`config.mk`:
```
export PLATFORM = sky130hd
export DESIGN_NAME = register_file
export DESIGN_NICKNAME = d
export VERILOG_FILES = /design/src/rtl/regfile_pkg.sv /design/src/rtl/regfile_scoreboard.sv /design/src/rtl/register_file.sv
export SDC_FILE = /design/constraint.sdc
export NUM_CORES = 2
export LEC_CHECK = 0
export BUFFER_PORTS_ARGS = -buffer_cell sky130_fd_sc_hd__buf_2
export CAP_MARGIN = 25
export CORE_ASPECT_RATIO = 1.25
export CORE_MARGIN = 2
export CORE_UTILIZATION = 50
export CTS_CLUSTER_DIAMETER = 50
export CTS_CLUSTER_SIZE = 28
export DETAILED_ROUTE_END_ITERATION = 6
export HOLD_SLACK_MARGIN = 0.1
export PLACE_DENSITY = 0.75
export SLEW_MARGIN = 20
export SYNTH_ARGS = -nofsm -noshare
export SYNTH_HDL_FRONTEND = slang
export SYNTH_SLANG_ARGS = --single-unit
```
`constraint.sdc`:
```
create_clock -name clk -period 4.1 [get_ports clk]
set_clock_uncertainty 0.05 [all_clocks]
set_input_delay 0.82 -clock clk [delete_from_list [all_inputs] [get_ports clk]]
set_output_delay 0.82 -clock clk [all_outputs]
set_load 0.005 [all_outputs]
```
`src/rtl/regfile_pkg.sv`:
```
// Shared defaults and types for the register file slice.
package regfile_pkg;
  localparam int unsigned RF_DATA_W   = 32;
  localparam int unsigned RF_NUM_REGS = 32;
  localparam int unsigned RF_ADDR_W   = 5;
  localparam int unsigned RF_ZERO_REG = 0;

  typedef logic [RF_ADDR_W-1:0] reg_addr_t;
  typedef logic [RF_DATA_W-1:0] reg_data_t;
endpackage

```
`src/rtl/regfile_scoreboard.sv`:
```
// Pending-write scoreboard: one busy bit per register, set/clear at the edge,
// two combinational lookups. Register 0 and out-of-range entries never set.
module regfile_scoreboard
  import regfile_pkg::*;
#(
  parameter int unsigned NUM_REGS = RF_NUM_REGS,
  parameter int unsigned ADDR_W   = RF_ADDR_W
) (
  input  logic              clk,
  input  logic              rst_n,
  input  logic              i_set_en,
  input  logic [ADDR_W-1:0] i_set_addr,
  input  logic              i_clr_en,
  input  logic [ADDR_W-1:0] i_clr_addr,
  input  logic [ADDR_W-1:0] i_look_a,
  input  logic [ADDR_W-1:0] i_look_b,
  output logic              o_busy_a,
  output logic              o_busy_b
);
  localparam int unsigned DEPTH = 2 ** ADDR_W;

  logic [DEPTH-1:0] r_busy;

  // Entries outside 1..NUM_REGS-1 are only ever reset, so they read as zero.
  always_ff @(posedge clk or negedge rst_n) begin
    if (!rst_n) begin
      r_busy <= '0;
    end else begin
      for (int unsigned i = RF_ZERO_REG + 1; i < NUM_REGS && i < DEPTH; i++) begin
        if (i_set_en && i_set_addr == ADDR_W'(i))
          r_busy[i] <= 1'b1;
        else if (i_clr_en && i_clr_addr == ADDR_W'(i))
          r_busy[i] <= 1'b0;
      end
    end
  end

  assign o_busy_a = r_busy[i_look_a];
  assign o_busy_b = r_busy[i_look_b];
endmodule

```
`src/rtl/register_file.sv`:
```
// Two-read/one-write register file with registered reads and a busy scoreboard.
// Define REGFILE_BYPASS_EN to forward same-edge write data to the read ports.
module register_file
  import regfile_pkg::*;
#(
  parameter int unsigned DATA_W   = RF_DATA_W,
  parameter int unsigned NUM_REGS = RF_NUM_REGS,
  parameter int unsigned ADDR_W   = RF_ADDR_W
) (
  input  logic              clk,
  input  logic              rst_n,
  input  logic [ADDR_W-1:0] rs,
  input  logic [ADDR_W-1:0] rt,
  input  logic [ADDR_W-1:0] rd,
  input  logic              rd_we,
  input  logic [DATA_W-1:0] i_data,
  input  logic              rsv_en,
  input  logic [ADDR_W-1:0] rsv_addr,
  output logic [DATA_W-1:0] out_data_a,
  output logic [DATA_W-1:0] out_data_b,
  output logic              busy_a,
  output logic              busy_b
);
  localparam int unsigned DEPTH = 2 ** ADDR_W;

  logic [DATA_W-1:0] r_regs [DEPTH];
  logic [DATA_W-1:0] r_out_a;
  logic [DATA_W-1:0] r_out_b;
  logic              w_wr_valid;
  logic              w_byp_a;
  logic              w_byp_b;

  assign w_wr_valid = rd_we && (rd != ADDR_W'(RF_ZERO_REG)) && (32'(rd) < NUM_REGS);

`ifdef REGFILE_BYPASS_EN
  assign w_byp_a = w_wr_valid && (rd == rs);
  assign w_byp_b = w_wr_valid && (rd == rt);
`else
  assign w_byp_a = 1'b0;
  assign w_byp_b = 1'b0;
`endif

  // Storage is sized to the full address space; unwritable entries stay at
  // their reset value, which gives zero reads for r0 and out-of-range addresses.
  always_ff @(posedge clk or negedge rst_n) begin
    if (!rst_n) begin
      for (int unsigned i = 0; i < DEPTH; i++) r_regs[i] <= '0;
    end else begin
      for (int unsigned i = RF_ZERO_REG + 1; i < NUM_REGS && i < DEPTH; i++) begin
        if (w_wr_valid && rd == ADDR_W'(i)) r_regs[i] <= i_data;
      end
    end
  end

  always_ff @(posedge clk or negedge rst_n) begin
    if (!rst_n) begin
      r_out_a <= '0;
      r_out_b <= '0;
    end else begin
      r_out_a <= w_byp_a ? i_data : r_regs[rs];
      r_out_b <= w_byp_b ? i_data : r_regs[rt];
    end
  end

  assign out_data_a = r_out_a;
  assign out_data_b = r_out_b;

  regfile_scoreboard #(
    .NUM_REGS (NUM_REGS),
    .ADDR_W   (ADDR_W)
  ) u_scoreboard (
    .clk        (clk),
    .rst_n      (rst_n),
    .i_set_en   (rsv_en),
    .i_set_addr (rsv_addr),
    .i_clr_en   (rd_we),
    .i_clr_addr (rd),
    .i_look_a   (rs),
    .i_look_b   (rt),
    .o_busy_a   (busy_a),
    .o_busy_b   (busy_b)
  );
endmodule

```
# After elaboration in Yosys (flattened, before gate mapping)
# Cells that the tools add are included.
# word_totals
out_inout_bits	66
word_cells	330
ff_bits	1087
rom_bits	0
inputBits	56
latch_bits	0
memories	0
mem_bits_rw	0
# classes
n_shift	0
addsub	0
reduce_logical	126
n_bitwise	2
div	0
n_lt_le_gt_ge	4
mul	0
eq_ne	62
muxes	72
# ops
cell	n
$bmux 32 s5	2
$eq 5x5->1 const B	32
$mux 32	4
$logic_and 1x1->1	94
$eq 5x4->1 const B	16
$mux 1	64
$reduce_bool 2->1	31
$eq 5x3->1 const B	8
$eq 5x2->1 const B	4
$ge 6x6->1 const B	2
$lt 5x6->1 const B	2
$not 5->6	2
$bmux 1 s5	2
$eq 5x1->1 const B	2
$reduce_bool 5->1	1

# Logic depth before layout (Yosys ltp)
# depth
depth_word	4
depth_mapped	8
ltp_nobuf	4

# Hierarchy
# A second synthesis with hierarchy kept.
# hier_totals
cells_unflattened	3903
hier_area_um2	56794.5
# by_module_without_submodules
module	instances	cells_each	area_per_inst_um2
register_file	1	3703	54905.2
regfile_scoreboard	1	200	1889.3

# Worst setup path after synthesis
# No wires, ideal clock.
# synth_path
kind	input -> output
startpoint	in rs[0]
endpoint	out busy_a
required_ns	3.230
path_buffers	3
cell_stages	7
arrival_ns	2.259
slack_ns	0.971
path_cell_list	buf_4 -> buf_6 -> buf_2 -> mux4_2 -> a22o_1 -> o21ai_1 -> o31ai_1
# synth_via
elab_chain_len	2
# synth_rtl
element	line	rtl
start: declaration	register_file.sv:12	input logic [ADDR_W-1:0] rs,
$bmux 1 s5	regfile_scoreboard.sv:38	assign o_busy_a = r_busy[i_look_a];
$mux 1 (implied by the code)	regfile_scoreboard.sv:38	
end: declaration	register_file.sv:21	output logic busy_a,
# Every way passes these cells. The select of a mux whose other input is x is not followed.

# Worst setup path in the final report
# layout_path
startpoint	in rt[2]
endpoint	out busy_b
# layout_via
elab_chain_len	2
# layout_rtl
element	line	rtl
start: declaration	register_file.sv:13	input logic [ADDR_W-1:0] rt,
$bmux 1 s5	regfile_scoreboard.sv:39	assign o_busy_b = r_busy[i_look_b];
$mux 1 (implied by the code)	regfile_scoreboard.sv:39	
end: declaration	register_file.sv:22	output logic busy_b
# Every way passes these cells. The select of a mux whose other input is x is not followed.

==> impl_metrics.ini <==
[placed_design]
dp_slack_ns = 0.8424
dpl_cell_area_sq_um = 58750
port_buffers = 121
dp_hpwl_mm = 95.03
gp_congestion = 0.8713

[route]
drc_errors = 0
drtPass1Iterations = 5
vias = 36980
via_per_inst = 6.953
routed_wl_mm = 171.6
wire_per_inst_um = 32.26
ant_nets = 0
drt_iter0_markers = 4250

[pwr]
p_per_area_nw_per_um2 = 485.2
leakagePower_nw = 27.12
ir_drop_mv = 0.3403

[clock_tree]
clk_pin_slew_ns = 0.08
cts_max_level = 3
root_buffer = clkbuf_16
cts_tree = done
numCtsBuffers = 88
cts_buffer_depth = 3
cts_hold_buffers = 1
cts_repair_resize_count = 0
clock_latency_ns = 0.72
cts_sinks = 1087
cts_setup_buffers = 0

[timing]
slew_headroom_pct = 26.53
whs_ns = 0.4309
setup_violations = 0
min_period_ns = 3.389
slew_violations = 0
rsz0062_at_grt = false
clock.fmax_mhz = 295.1
worstMarginPinSlew_ns = 1.102
fin_ws_ns = 0.7113
hold_viol = 0
setup_tns_ns = 0
min_period_over_period_pct = 82.65

[cells_and_area]
fin_nets = 3826
drive_gt1_share_pct = 47.81
syn2layout_area_growth_pct = 9.612
postLayoutCoreUtil_pct = 55.05
design_area_sq_um = 62070

[critical_path]
rr_endpoint = out_data_b[5]
crit_arrival_ns = 2.52
cp-start-kind = input pin
worstSetupPathType = in2out
r2r-start = r_regs[133]
cp_slowest_stage_delay_ns = 0.42
cp_data_required_time_ns = 3.23
path_max_fanout = 18
crit_slowest_cell = o31ai_1
path_common_cell = buf_2
worst-r2r-setup-slack_ns = 2.33
path_cells = buf_2 > inv_4 > nand2_1 > and3_1 > o31ai_1 > buf_2
reg2reg_depth = 4
critPathLaunch = rt[2]
crit_path_end_kind = output port

[logic_synthesis]
synth_area_per_cell_sq_um = 14.70
synth_flop_cell = dfrtp_1
synth_common_cells = dfrtp_1 (1,087), mux2_2 (965), mux4_2 (396)
synthMostInstantiatedCell = dfrtp_1
synthArstFlopShare_pct = 100.0
ys_types = 34
synth_top_cell_area_share_pct = 48.04
syn-cell-area_sq_um = 56620
synth_edf_count = 0
synth_nets = 3908
ys_seq_area_share_pct = 48.04
synthTopCellsByArea = dfrtp_1 (48%), mux2_2 (19%), mux4_2 (16%)
postSynthCellCount = 3852
synth_area_leader_cell = dfrtp_1
yosysWarnings = 33
synth-seq-cells = 1087

[global_routing]
grt_max_degree = 106
grt_pass1_vias = 37940
antenna_found_initial = 15
grt_overflow_total = 0
grt.total_usage_pct = 29.54
grt_pass1_wl_mm = 253.2

[floorplanning]
start_util_pct = 50.22
chipWidth_um = 305.0
core-area_sq_um = 112800
ios = 122
die_area_sq_um = 116000
dieHeight_um = 380.2
rows = 138

[status]
run_status = finished clean

[worst_hold_path]
min_from = rsv_addr[1]
hold_path.class = in2reg
holdPathStages = 3
hold-path-endpoint = u_scoreboard.r_busy[11]

[job]
drv_cap = 0
-- metal layers --
metal / wire length (um) / track usage [%]
met2: 79560 / 46.03
met5: 99 / 0
met1: 65190 / 38.71
met4: 9161 / 14.63
met3: 17560 / 7.408
-- power breakdown --
group,switching [mW],internal [mW]
sequential,1.64,12.8
combinational,2.41,3.68
clock,4.92,4.66
total,8.96,21.2
-- logic make-up (layout without fill, tap and decap cells) --
family | after synthesis | in the layout | synth area share, %
AO/OA/AOI/OAI | 505 | 505 | 6.589
buffers and inverters | 423 | 415 | 3.531
flip-flops | 1087 | 1087 | 48.04
multiplexers | 1619 | 1619 | 39.85
other | 0 | 4 | 0
AND/OR/NAND/NOR | 218 | 218 | 1.993
-- cell usage in the layout, fill, tap and decap left out, drive strengths merged --
cell type and n:
nor4 1, nor2 18, buf 244, nor3b 2
nand2b 10, nand2 86, nand4b 6, nand3 4
mux4 396, mux2i 165, o22ai 67, nor2b 10
or3 3, inv 48, a32o 1, and2 35
a211oi 66, dfrtp 1087, diode 4, and3 33
nand4 2, clkinvlp 4, bufinv 3, a22o 209
mux2 1058, o31ai 66, dlygate4sd3 1, clkinv 23
or2 1, nor3 7, o21ai 96, clkbuf 92
-- worst max-delay path: cells and delay by family --
family,cells,cell delay [ns]
AOI/OAI and AO/OA,1,0.42
and+or+nand+nor,2,0.31
buffers and inverters,3,0.95
-- registers in the layout, summed over array words and instances, names as in the netlist --
register             cells
out_data_b              32
out_data_a              32
r_regs                 992
u_scoreboard.r_busy     31
-- final cells by class --
class	instances	area, sq um
diodes	4	10.01
clock buffers	92	2280
clock inverters	72	1015
fillers	8845	50680
inverters	6	25.02
multi-input cells	2342	27650
flip-flops and latches	1087	27200
well taps	1470	1839
repair buffers	245	2043
-- how the worst max path moves through the flow --
stage               endpoint  cells after the start  slack, ns
finish                busy_b                      6       0.71
global route          busy_b                      6       0.76
CTS                   busy_b                      6       0.80
detailed placement    busy_b                      6       0.84
global placement      busy_a                      6       0.81
floorplan             busy_a                      7       0.97
-- per-stage QoR --
step | power [mW] | instances
floorplan | 18.69 | 3852
global placement | 20.32 | 5149
detailed placement | 20.62 | 5149
CTS | 30.14 | 5314
global route | 31.28 | 5317
finish | 30.11 | 5318
(Power assumes the default switching activity.)
